--- src/rtl/loader_bridge.sv ---
// Bridges the HPS ioctl download stream to a core-side loader port.
// Bytes are buffered in a small FIFO and drained with an edge-acknowledged handshake.
module loader_bridge #(
    parameter int DEPTH = 8,
    parameter int AW    = 19,
    localparam int PW   = $clog2(DEPTH),
    localparam int CW   = PW + 1
) (
    input  logic          clk_sys,
    input  logic          reset,
    input  logic          ioctl_download,
    input  logic          ioctl_wr,
    input  logic [24:0]   ioctl_addr,
    input  logic [7:0]    ioctl_dout,
    output logic          ioctl_wait,
    output logic          ldr_oe,
    output logic [AW-1:0] ldr_adr,
    output logic [7:0]    ldr_wdat,
    output logic          ldr_wr,
    input  logic          ldr_ack,
    output logic          ldr_done,
    output logic          ovf,
    output logic          range_err,
    output logic [CW-1:0] count
);

    typedef enum logic [1:0] {
        IDLE    = 2'd0,
        REQ     = 2'd1,
        ACKWAIT = 2'd2
    } state_t;

    logic [AW+7:0] mem [DEPTH];

    logic [PW-1:0] wr_ptr_q, wr_ptr_d;
    logic [PW-1:0] rd_ptr_q, rd_ptr_d;
    logic [CW-1:0] count_q, count_d;
    state_t        state_q, state_d;
    logic          ldr_wr_q, ldr_wr_d;
    logic [AW-1:0] ldr_adr_q, ldr_adr_d;
    logic [7:0]    ldr_wdat_q, ldr_wdat_d;
    logic          ldr_oe_q, ldr_oe_d;
    logic          ldr_done_q, ldr_done_d;
    logic          started_q, started_d;
    logic          pending_q, pending_d;
    logic          ovf_q, ovf_d;
    logic          range_err_q, range_err_d;
    logic          ack_prev_q;
    logic          dl_prev_q;

    logic strobe;
    logic in_range;
    logic full;
    logic push;
    logic pop;
    logic ack_rise;
    logic dl_rise;
    logic dl_fall;

    assign strobe   = ioctl_wr & ioctl_download & ~ldr_done_q;
    assign in_range = (ioctl_addr >> AW) == 25'd0;
    assign full     = count_q == CW'(DEPTH);
    assign push     = strobe & in_range & ~full;
    assign ack_rise = ldr_ack & ~ack_prev_q & ldr_wr_q;
    assign dl_rise  = ioctl_download & ~dl_prev_q;
    assign dl_fall  = ~ioctl_download & dl_prev_q;

    always_ff @(posedge clk_sys) begin
        if (push) begin
            mem[wr_ptr_q] <= {ioctl_addr[AW-1:0], ioctl_dout};
        end
    end

    always_comb begin
        wr_ptr_d = wr_ptr_q;
        rd_ptr_d = rd_ptr_q;
        count_d  = count_q;
        if (push) begin
            wr_ptr_d = wr_ptr_q + 1'b1;
        end
        if (pop) begin
            rd_ptr_d = rd_ptr_q + 1'b1;
        end
        unique case ({push, pop})
            2'b10:   count_d = count_q + 1'b1;
            2'b01:   count_d = count_q - 1'b1;
            default: count_d = count_q;
        endcase
    end

    // Acknowledge is taken in REQ as well, so a fast core is never missed.
    always_comb begin
        state_d    = state_q;
        ldr_wr_d   = ldr_wr_q;
        ldr_adr_d  = ldr_adr_q;
        ldr_wdat_d = ldr_wdat_q;
        pop        = 1'b0;
        unique case (state_q)
            IDLE: begin
                if (count_q != '0) begin
                    state_d                 = REQ;
                    ldr_wr_d                = 1'b1;
                    {ldr_adr_d, ldr_wdat_d} = mem[rd_ptr_q];
                end
            end
            REQ, ACKWAIT: begin
                if (ack_rise) begin
                    pop      = 1'b1;
                    ldr_wr_d = 1'b0;
                    state_d  = IDLE;
                end else begin
                    state_d = ACKWAIT;
                end
            end
            default: begin
                state_d  = IDLE;
                ldr_wr_d = 1'b0;
            end
        endcase
    end

    always_comb begin
        started_d   = started_q | dl_rise;
        pending_d   = pending_q | (dl_fall & started_q);
        ldr_done_d  = ldr_done_q |
                      (pending_q & (count_q == '0) & (state_q == IDLE));
        ldr_oe_d    = started_d & ~ldr_done_d;
        ovf_d       = ovf_q | (strobe & in_range & full);
        range_err_d = range_err_q | (strobe & ~in_range);
    end

    always_ff @(posedge clk_sys or posedge reset) begin
        if (reset) begin
            wr_ptr_q    <= '0;
            rd_ptr_q    <= '0;
            count_q     <= '0;
            state_q     <= IDLE;
            ldr_wr_q    <= 1'b0;
            ldr_adr_q   <= '0;
            ldr_wdat_q  <= '0;
            ldr_oe_q    <= 1'b0;
            ldr_done_q  <= 1'b0;
            started_q   <= 1'b0;
            pending_q   <= 1'b0;
            ovf_q       <= 1'b0;
            range_err_q <= 1'b0;
            ack_prev_q  <= 1'b0;
            dl_prev_q   <= 1'b0;
        end else begin
            wr_ptr_q    <= wr_ptr_d;
            rd_ptr_q    <= rd_ptr_d;
            count_q     <= count_d;
            state_q     <= state_d;
            ldr_wr_q    <= ldr_wr_d;
            ldr_adr_q   <= ldr_adr_d;
            ldr_wdat_q  <= ldr_wdat_d;
            ldr_oe_q    <= ldr_oe_d;
            ldr_done_q  <= ldr_done_d;
            started_q   <= started_d;
            pending_q   <= pending_d;
            ovf_q       <= ovf_d;
            range_err_q <= range_err_d;
            ack_prev_q  <= ldr_ack;
            dl_prev_q   <= ioctl_download;
        end
    end

    assign ioctl_wait = (count_q >= CW'(DEPTH - 1)) & ~ldr_done_q;
    assign ldr_oe     = ldr_oe_q;
    assign ldr_adr    = ldr_adr_q;
    assign ldr_wdat   = ldr_wdat_q;
    assign ldr_wr     = ldr_wr_q;
    assign ldr_done   = ldr_done_q;
    assign ovf        = ovf_q;
    assign range_err  = range_err_q;
    assign count      = count_q;

endmodule

--- config.mk ---
export PLATFORM = sky130hd
export DESIGN_NAME = loader_bridge
export DESIGN_NICKNAME = d
export VERILOG_FILES = /design/src/rtl/loader_bridge.sv
export SDC_FILE = /design/constraint.sdc
export NUM_CORES = 1
export LEC_CHECK = 0
export CAP_MARGIN = 25
export CORE_MARGIN = 2
export CORE_UTILIZATION = 51
export DETAILED_ROUTE_END_ITERATION = 6
export PLACE_DENSITY_LB_ADDON = 0.08
export RECOVER_POWER = 50
export SLEW_MARGIN = 10
export SYNTH_ARGS = -nofsm -noshare
export SYNTH_HDL_FRONTEND = slang
export SYNTH_SLANG_ARGS = --single-unit
--- constraint.sdc ---
create_clock -name clk_sys -period 10.7 [get_ports clk_sys]
set_input_delay 2.14 -clock clk_sys [delete_from_list [all_inputs] [get_ports clk_sys]]
set_output_delay 2.14 -clock clk_sys [all_outputs]
set_load 0.01 [all_outputs]
==> summary.md <==
| Metric | Value |
|---|---|
| Status | `complete, but fails checks` |
| Failing checks | `max-capacitance violations, max-slew violations` |
| Post-CTS setup repair buffer count | `0` |
| Clk_lat worst skew | `about 0.52 ns` |
| Final TNS setup | `0 ns` |
| Initial antenna violation count | `0` |
| Resized Gates After CTS | `0` |
| Top-count cell post-synth | `edfxtp_1` |
| # Max-Cap Violations | `2` |
| Highest routed metal layer | `met4` |
| CTS clk-pin slew, worst paths | `0.06 ns` |
| R2R depth | `5` |
| Setup violations, final | `0` |
| Filler instances | `1463` |
| GRT Total Usage | `17.8%` |
| R2r setup slk | `around 7.8 ns` |
| Post-synth top cells | `216 x edfxtp_1, 57 x mux2_2, 54 x mux2i_1` |
| Die width | `approximately 150 um` |
| RSZ-0062 raised after global routing | `false` |
| Share of layout cells above drive strength 1 | `between 10% and 20%` |
| DR vias/cell | `about 5.5` |
| Area taken by multi-input logic gates | `0.00241 mm^2` |
| 1st-iter DRT viols | `275` |
| Pwr Density | `~250 mW/mm^2` |
| Area Overhead vs Synth | `18.2%` |
| Detailed placement HPWL | `about 11 mm` |
| Gr ovfl total | `0` |
| Count of cell types in the netlist | `38` |
| Wire length on met1 | `around 8.6 mm` |
| Lkg Pwr | `approximately 4.3 nW` |
| Layout Cells excl Fill | `about 960` |
| Min-delay worst type | `register to register` |
| Io pins | `75` |
| Final wirelength | `19.0 mm` |
| Remaining DRCs | `0` |
| Routed wl met2 | `9.38 mm` |
| Worst setup SP type | `primary input` |
| Top delay family on crit path | `buffers and inverters` |
| Final net count | `719` |
| Mean Syn Cell Area | `roughly 17 um^2` |
| WHS Path Cells | `1` |
| Critical path class | `primary input to async pin` |
| Post-synth top flop | `edfxtp_1` |
| CTS tree | `done` |
| Area of the mapped netlist | `a little over 0.01 mm^2` |
| Hold_sp | `ovf$_DFF_PP0_` |
| Met3 WL post-DR | `around 670 um` |
| Full die area | `0.0214 mm^2` |
| Final Core Density | `between 60% and 70%` |
| FF-to-FF Start | `rd_ptr_q[0]$_DFFE_PP0P_` |
| Hold-fix buffers, CTS | `0` |
| Cell taking the most area after synthesis | `edfxtp_1` |
| #FFs+latches synth | `between 200 and 300` |
| Die Ht | `between 100 and 150 um` |
| Share of the yosys chip area belonging to registers | `between 70% and 80%` |
| Cells after synthesis | `593` |
| Final Hold Fails | `0` |
| Clock Sinks | `between 200 and 300` |
| Worst Setup SP | `reset` |
| I/O Buffers | `74` |
| Delay of the slowest critical-path stage | `around 2.1 ns` |
| Syn nets | `637` |
| Top post-synthesis cells by area | `edfxtp_1 63%, dfrtp_1 12%, mux2_2 6.2%` |
| Post-synthesis async set-or-reset flop share | `between 10% and 20%` |
| Clock Root Buffer | `clkbuf_16` |
| Hold WS | `around 0.47 ns` |
| Ant diodes | `0` |
| Critical path, cell by cell | `dlygate4sd3_1 > clkinv_1 > clkbuf_1` |
| First drt pass iteration count | `4` |
| Pin count of the biggest net entering global routing | `between 60 and 70` |
| Post-synth EDFFs | `216` |
| Max IR drop VDD | `roughly 160 uV` |
| CP Capture Point | `rd_ptr_q[0]$_DFFE_PP0P_` |
| Via count | `~5300` |
| Vias in the first global route | `5434` |
| Final Skew | `roughly 0.017 ns` |
| CP Data Arrival Time | `approximately 4.8 ns` |
| Post-route cell area | `around 0.012 mm^2` |
| Synth top area share | `roughly 63%` |
| Levels on crit path | `3` |
| Clock tree buffer depth | `3` |
| Fin crit share | `about half` |
| Register area | `between 0.007 and 0.008 mm^2` |
| Tmin final | `5.29 ns` |
| First-pass GRT wire length | `roughly 30 mm` |
| Rows | `51` |
| Placed cell area | `0.0113 mm^2` |
| Gp weighted congestion | `about 0.7` |
| Yosys warnings | `0` |
| Fmax | `~190 MHz` |
| H-tree depth | `1` |
| Initial core utilization | `52.4%` |
| Type of destination of the critical path | `async pin` |
| Slew HR | `-99.3%` |
| Total core area | `roughly 0.020 mm^2` |
| Total placed cells including tap cells | `911` |
| Cell with the largest stage delay on the worst path | `clkbuf_1` |
| Worst path required time | `10.25 ns` |
| Max-slew violation count | `between 100 and 150` |
| Buf/Inv on CP | `3` |
| Max FO, Critical Path | `48` |
| CTS buffer count | `27` |
| ANT nets after route | `0` |
| Reg2reg end | `ldr_adr[4]$_DFFE_PP0P_` |
| Worst Tran Pin Value | `between 2 and 3 ns` |
| Avg WL per Cell | `approximately 20 um` |
## metrics by stage
stage	total power [mW]	setup slack, ns
after floorplan	1.86	5.39
after global placement	2.09	5.89
after detailed placement	2.11	5.82
after CTS	3.07	6.35
after global routing	3.19	4.63
final	3.03	5.41
## cell type report
cell class	instances	area share (%)
timing repair buffer	82	6.54
clock buffer	36	6.07
tap	265	2.72
inverter	7	0.216
sequential	264	63.2
clock inverter	12	1.51
multi-input combinational	293	19.8
## kinds of logic (layout without fill, tap and decap cells)
family	Yosys count	after routing	synth area share, %
AOI/OAI and AO/OA	94	94	6.36
xor gates and xnor gates	9	9	0.765
adders and majority gates	6	6	0.728
buffers and inverters	36	137	2.51
DFF	264	264	74.6
muxes	111	111	11.5
and+or+nand+nor	73	73	3.57
## metal layers
metal  global-route usage [%]  vias up
met5                        0        -
met4                     3.74        0
met3                     2.84       29
met2                     30.2       91
met1                     24.6     2694
li1                         -     2477
## state kept, by name, indices dropped and copies added, names as in the netlist, 2 cells and up
signal    count
mem         216
ldr_adr      19
ldr_wdat      8
count         4
rd_ptr_q      3
wr_ptr_q      3
state_q       2
## layout by cell type (no fill, tap or decap), types with 6 or more instances in the layout
master	instances
nand2_1	38
o21ai_1	15
o221ai_1	16
o21ai_0	16
clkbuf_16	27
o22ai_1	11
dlygate4sd3_1	30
edfxtp_1	216
nor2_4	6
mux2i_1	54
inv_1	6
mux2_2	57
a221o_1	11
buf_4	7
a22oi_1	16
clkdlybuf4s50_1	44
clkbuf_1	7
dfrtp_1	47
nor2_1	6
ha_1	6
## worst register-to-register path, delay by kind of cell, from the launching register on
| family | cells | cell delay [ns] |
|---|---|---|
| DFF | 1 | 0.90 |
| buffers and inverters | 1 | 0.89 |
| muxes | 1 | 0.49 |
| AOI/OAI and AO/OA | 3 | 0.42 |
## how the worst min path moves through the flow
stage,end,slack (ns)
5_1_grt,range_err$_DFF_PP0_,0.49
2_1_floorplan,started_q$_DFF_PP0_,0.44
3_3_place_gp,range_err$_DFF_PP0_,0.44
3_5_place_dp,ovf$_DFF_PP0_,0.46
6_report,ovf$_DFF_PP0_,0.47
4_1_cts,ovf$_DFF_PP0_,0.48
## power breakdown
group | internal (mW) | switching, mW | total (mW)
clock | 0.602 | 0.362 | 0.964
sequential | 1.19 | 0.0939 | 1.29
combinational | 0.398 | 0.385 | 0.783
total | 2.19 | 0.841 | 3.03
Note: power is estimated with default switching activity, not from simulation.
